### src/rtl/am_fifo.sv
// am_fifo: operand-pair FIFO feeding a 24x24 unsigned mantissa multiplier.
// Every non-reset edge offers {a[23:0], b[23:0]} to the queue. Each accepted
// pop multiplies the oldest pair into a registered 48-bit product.
module am_fifo #(
    parameter int DEPTH = 8,
    parameter int AW    = $clog2(DEPTH)
) (
    input  logic        clk,
    input  logic        clear_b,
    input  logic [31:0] a_in,
    input  logic [31:0] b_in,
    input  logic        rd_en,
    output logic [47:0] product
);

    localparam logic [AW:0]   CNT_FULL = (AW+1)'(DEPTH);
    localparam logic [AW:0]   CNT_ZERO = {(AW+1){1'b0}};
    localparam logic [AW:0]   CNT_ONE  = {{AW{1'b0}}, 1'b1};
    localparam logic [AW-1:0] PTR_ZERO = {AW{1'b0}};
    localparam logic [AW-1:0] PTR_ONE  = {{(AW-1){1'b0}}, 1'b1};

    // Queue storage and bookkeeping
    logic [47:0]   mem_r [0:DEPTH-1];
    logic [AW-1:0] wp_r;
    logic [AW-1:0] rp_r;
    logic [AW:0]   cnt_r;
    logic [47:0]   product_r;

    // Combinational helpers
    logic          empty_s;
    logic          full_s;
    logic          rd_ok_s;
    logic          wr_ok_s;
    logic [47:0]   head_s;
    logic [47:0]   prod_s;
    logic [47:0]   wdata_s;
    logic [AW:0]   cnt_nxt_s;
    logic          unused_s;

    // The upper operand bytes carry no mantissa information.
    assign unused_s = ^{a_in[31:24], b_in[31:24]};

    assign product = product_r;

    // Decide which transfers happen this edge, judged on pre-edge occupancy.
    always_comb begin
        empty_s = (cnt_r == CNT_ZERO);
        full_s  = (cnt_r == CNT_FULL);
        rd_ok_s = rd_en & ~empty_s;
        // When full, a same-edge pop frees the slot for the incoming pair.
        wr_ok_s = ~full_s | rd_ok_s;
        wdata_s = {a_in[23:0], b_in[23:0]};
    end

    // Multiply the head pair; only consumed when a pop is accepted.
    always_comb begin
        head_s = mem_r[rp_r];
        prod_s = {24'h000000, head_s[47:24]} * {24'h000000, head_s[23:0]};
    end

    // Next occupancy: push-only grows, pop-only shrinks, both or neither hold.
    always_comb begin
        cnt_nxt_s = cnt_r;
        case ({wr_ok_s, rd_ok_s})
            2'b10:   cnt_nxt_s = cnt_r + CNT_ONE;
            2'b01:   cnt_nxt_s = cnt_r - CNT_ONE;
            default: cnt_nxt_s = cnt_r;
        endcase
    end

    // Storage array: written on accepted pushes, never cleared.
    always_ff @(posedge clk) begin
        if (!clear_b && wr_ok_s) begin
            mem_r[wp_r] <= wdata_s;
        end
    end

    // Pointers, occupancy and the product register, with synchronous clear.
    always_ff @(posedge clk) begin
        if (clear_b) begin
            wp_r      <= PTR_ZERO;
            rp_r      <= PTR_ZERO;
            cnt_r     <= CNT_ZERO;
            product_r <= 48'h0;
        end else begin
            cnt_r <= cnt_nxt_s;
            if (wr_ok_s) begin
                wp_r <= wp_r + PTR_ONE;
            end
            if (rd_ok_s) begin
                rp_r      <= rp_r + PTR_ONE;
                product_r <= prod_s;
            end
        end
    end

endmodule

### config.mk
export PLATFORM = sky130hd
export DESIGN_NAME = am_fifo
export DESIGN_NICKNAME = d
export VERILOG_FILES = /design/src/rtl/am_fifo.sv
export SDC_FILE = /design/constraint.sdc
export NUM_CORES = 2
export LEC_CHECK = 0
export ABC_AREA = 1
export BUFFER_PORTS_ARGS = -buffer_cell sky130_fd_sc_hd__buf_2
export CORE_MARGIN = 4
export CORE_UTILIZATION = 58
export CTS_CLUSTER_DIAMETER = 100
export DETAILED_ROUTE_END_ITERATION = 8
export GPL_TIMING_DRIVEN = 0
export HOLD_SLACK_MARGIN = 0.02
export PLACE_DENSITY_LB_ADDON = 0.15
export SLEW_MARGIN = 15
export SYNTH_ARGS = -nofsm -noshare
export SYNTH_HDL_FRONTEND = slang
export SYNTH_SLANG_ARGS = --single-unit
### constraint.sdc
create_clock -name clk -period 9.35 [get_ports clk]
set_clock_uncertainty 0.15 [all_clocks]
set_input_delay 0.935 -clock clk [delete_from_list [all_inputs] [get_ports clk]]
set_output_delay 0.935 -clock clk [all_outputs]
set_load 0.01 [all_outputs]
# Yosys cells after proc, flatten, opt, wreduce, memory -nomap -nowiden
# Memories as Yosys holds them, arrays and structs flattened. A register that Yosys moved wholly into a read port is not among the register bits.
# Cells that the tools add are included.
# Widths: inputs -> output; s select.
[word_totals] memories=1 output_inout_bits=48 input_bits=67 ramBits=384 regBits=58
[mem_list] name="mem_r" words=8 width=48 read_ports=1 rd_ports_with_merged_regs=1 wr=1 line_no="23" rtl="logic [47:0] mem_r [0:DEPTH-1];"
[op_classes] add_sub_neg=4 bitwise=4 multipliers=1 n_reduce_logical=4 eq_ne=3 muxes=5
[ops] operator="$mul 24x24->48" n=1
[ops] operator="$pmux 4 s2" n=1
[ops] operator="$add 3x1->3 const B" n=2
[ops] operator="$mux 3" n=2
[ops] operator="$add 4x1->4 const B" n=1
[ops] operator="$eq 4x4->1 const B" n=1
[ops] operator="$logic_not 4->1" n=1
[ops] operator="$sub 4x1->4 const B" n=1
[ops] operator="$eq 2x1->1 const B" n=1
[ops] operator="$eq 2x2->1 const B" n=1
[ops] operator="$mux 1" n=2
[ops] operator="$not 1->1" n=2
[ops] operator="$reduce_bool 2->1" n=1
[ops] operator="$and 1x1->1" n=1
[ops] operator="$logic_and 1x1->1" n=1
[ops] operator="$logic_not 1->1" n=1
[ops] operator="$or 1x1->1" n=1

# Logic depth before layout (Yosys ltp)
[logic_depth] depth_word=7 depth_mapped=39

# Worst setup path before layout
# Ideal clock, no wire load.
[synth_timing] kind="reg2reg" from="reg (tool-made name)" to="reg product_r[46] (netlist: product[46])" t_arrival_ns=6.577 n_path_buf=4 t_required_ns=9.091 path_stages_with_launch=36 setup_slack_ns=2.514 cell_sequence="dfxtp_1 -> buf_6 -> buf_4 -> buf_4 -> nor2_1 -> o32ai_1 -> inv_1 -> o21ai_2 -> buf_4 -> nand2_1 -> fa_1 -> inv_1 -> fa_1 -> inv_1 -> fa_1 -> inv_1 -> fa_1 -> inv_1 -> fa_1 -> inv_1 -> fa_1 -> inv_1 -> fa_1 -> inv_1 -> ha_1 -> nand2_1 -> nor2_1 -> inv_1 -> nor2_1 -> nand2_1 -> nor2_1 -> nand2_1 -> nand4_1 -> nand3_1 -> nand2_1 -> inv_1"
[synth_lines] item="to (signal assigned)" line_no="92" rtl="product_r <= prod_s;"
[synth_lines] item="to (decl)" line_no="27" rtl="logic [47:0] product_r;"

==> impl_results.md <==
* TNS Setup at 0 ns
* Post-synthesis sequential element count at roughly 450
* Delay of the slowest cell on the worst path at a little over 0.7 ns
* Crit Reg-Reg Endpoint: product[44]
* DR WL/cell at 22.48 um
* Worst-case headroom to the max-slew limit at 0.2638
* Worst hold margin at 0.3296 ns
* Sequential element share of the synthesized area at 0.3452
* CP Data Required Time at 9.68 ns
* Setup WS pre-CTS at 0.1209 ns
* Largest net degree at the start of global routing at 23
* Via count at 28510
* Die Ht at roughly 260 um
* Core area at 63080 um^2
* Fin util at 0.6421
* All-layer global routing usage at 0.3423
* Commonest non-fill, non-tap cell in the layout: inv_1
* Crit share post-route at 0.9811
* Final Hold Violating Endpoints at 0
* CTS Buffer Depth at 3
* HPWL after DPL at 89.03 mm
* Max-slew violations at 0
* Worst-path clk slew at 0.06 ns
* Initial antenna violation count at 7
* Area contributors post-synth: edfxtp_1, fa_1, inv_1
* Routed vias/inst at 5.622
* Crit Path Category: flop to flop
* Drt pass-1 iters at 8
* Worst R2R Setup Slack at 0.18 ns
* Htree depth at 2
* Layout cells sized above 1 at 0.08742
* Netlist cell types at 32
* Area Growth Syn to Fin at 9.621%
* CTS Buf Count at 47
* Initial Utilization at 0.5857
* Max Fclk at 109.0 MHz
* Startpoint Class: flop
* First-pass GRT wire length at about 170 mm
* Total gr overflow at 0
* Post-Synthesis Mean Instance Area at 9.216 um^2
* Final setup margin at 0.1768 ns
* Input/output buffers at 98
* Root Driver: clkbuf_16
* Share of the synthesized area in the top cell type at 0.3121
* Synth Warn # at 0
* Iter 0 DRT Violations at 3098
* DRT antenna net count at 0
* Mapped Nets at approximately 4700
* Unrepaired setup endpoints after global routing: false
* Post-Synthesis Cell Area at 36950 um^2
* Crit. End Element: flop
* Mapped Cells at ~4000
* Worst Path Max Fanout at 10
* Die footprint at 67800 um^2
* Die X-Extent at between 200 and 300 um
* CTS sink cnt at 445
* Row count at 92
* Worst hold path class: flop to flop
* Worst slew pin tran at between 1 and 1.5 ns
* Worst Setup EP: product[44]
* Clock period minus worst slack at between 9 and 10 ns
* Max-Cap Viols at 0
* GP Congestion at between 1 and 1.5
* DRC viols at 0
* Worst Path Arrival at 9.51 ns
* Ports at ~120
* Yosys top cell by area: edfxtp_1
* CP dominant cell by count: fa_1
* Number of global-route vias before repair at 28460
* Outcome: finished, final reports clean
* Routed WL at 114.0 mm
* Most frequent cells in the layout: inv_1, nor2_1, nand2_1
* Reg2reg path depth at 30
* TritonCTS clock tree: built
* Worst-Skew Late Latency at 0.60 ns
* Crit path max-delay cell type: o21ai_2
* Count of final setup violators at 0
* Final #Nets at 4917
## area by class of cell
type | count | area, um^2
fill | 5326 | 22580
multi-input combinational | 2549 | 20270
clock buffer | 58 | 1239
inverter | 844 | 3172
antenna | 4 | 10.01
tap | 846 | 1059
timing repair buffer | 132 | 898.4
clock inverter | 23 | 234.0
sequential | 445 | 12750
buffer | 170 | 863.3
## sequential cells by signal, indices dropped and copies added (netlist names), named ones only
name     count
product     48
rp_r         3
cnt_r        4
wp_r         3
mem_r      384
## worst min path at each step
| stage | cells after the start | endpoint | startpoint |
|---|---|---|---|
| after detailed placement | 1 | flop | rp_r[0] |
| after global placement | 1 | cnt_r[3] | cnt_r[3] |
| final | 1 | cnt_r[3] | cnt_r[3] |
| after floorplan | 1 | cnt_r[3] | cnt_r[3] |
| after global routing | 1 | cnt_r[3] | cnt_r[3] |
| after CTS | 1 | cnt_r[3] | cnt_r[3] |
## metal layers
layer  routed length (um)  GRT usage  part of all wire
met4                 8405     0.2059             0.074
met3                10800    0.05754             0.095
met2                51850     0.5410              0.45
met5                  187    0.01389            0.0016
met1                42750     0.4463              0.38
## worst max-delay path: cells and delay by family, from the launching register on
kind,cells,cell delay (ns)
AOI/OAI and AO/OA,3,1.10
and+or+nand+nor,11,1.69
adders and majority gates,8,4.01
buffers and inverters,8,1.73
DFF,1,0.37
## cells by family after synthesis
| group | Yosys count | synth area share |
|---|---|---|
| AOI/OAI and AO/OA | 338 | 0.06031 |
| DFF | 445 | 0.3452 |
| and+or+nand+nor | 1526 | 0.1583 |
| buffers and inverters | 1015 | 0.1089 |
| adders and majority gates | 661 | 0.3218 |
| xor gates and xnor gates | 23 | 0.005452 |
| other | 1 | 0.0001015 |
## cell usage after synthesis (all sizes together)
master / number
a211oi: 1
a21oi: 44
and2: 2
and3: 1
buf: 116
clkbuf: 55
clkinv: 3
conb: 1
dfxtp: 61
edfxtp: 384
fa: 482
ha: 179
inv: 841
nand2: 678
nand3: 65
nand4: 6
nor2: 762
nor3: 10
o21a: 1
o21ai: 189
o21bai: 7
o32ai: 96
or2: 2
xnor2: 4
xor2: 19
## through the flow
stage                     std cells  cell area, um^2
after global routing           5070            40500
after global placement         4953            38500
after CTS                      5068            40430
final                          5071            40500
after floorplan                4009            36950
after detailed placement       4987            38960
## what timing repair did
action	in CTS	in global routing
hold buffers	0	0
resized for setup	0	29
buffers inserted	0	0
endpoints found under the setup margin	0	23
Power is not shown: default switching activity piles up to over one toggle a cycle in this logic, so the estimate is an artifact.
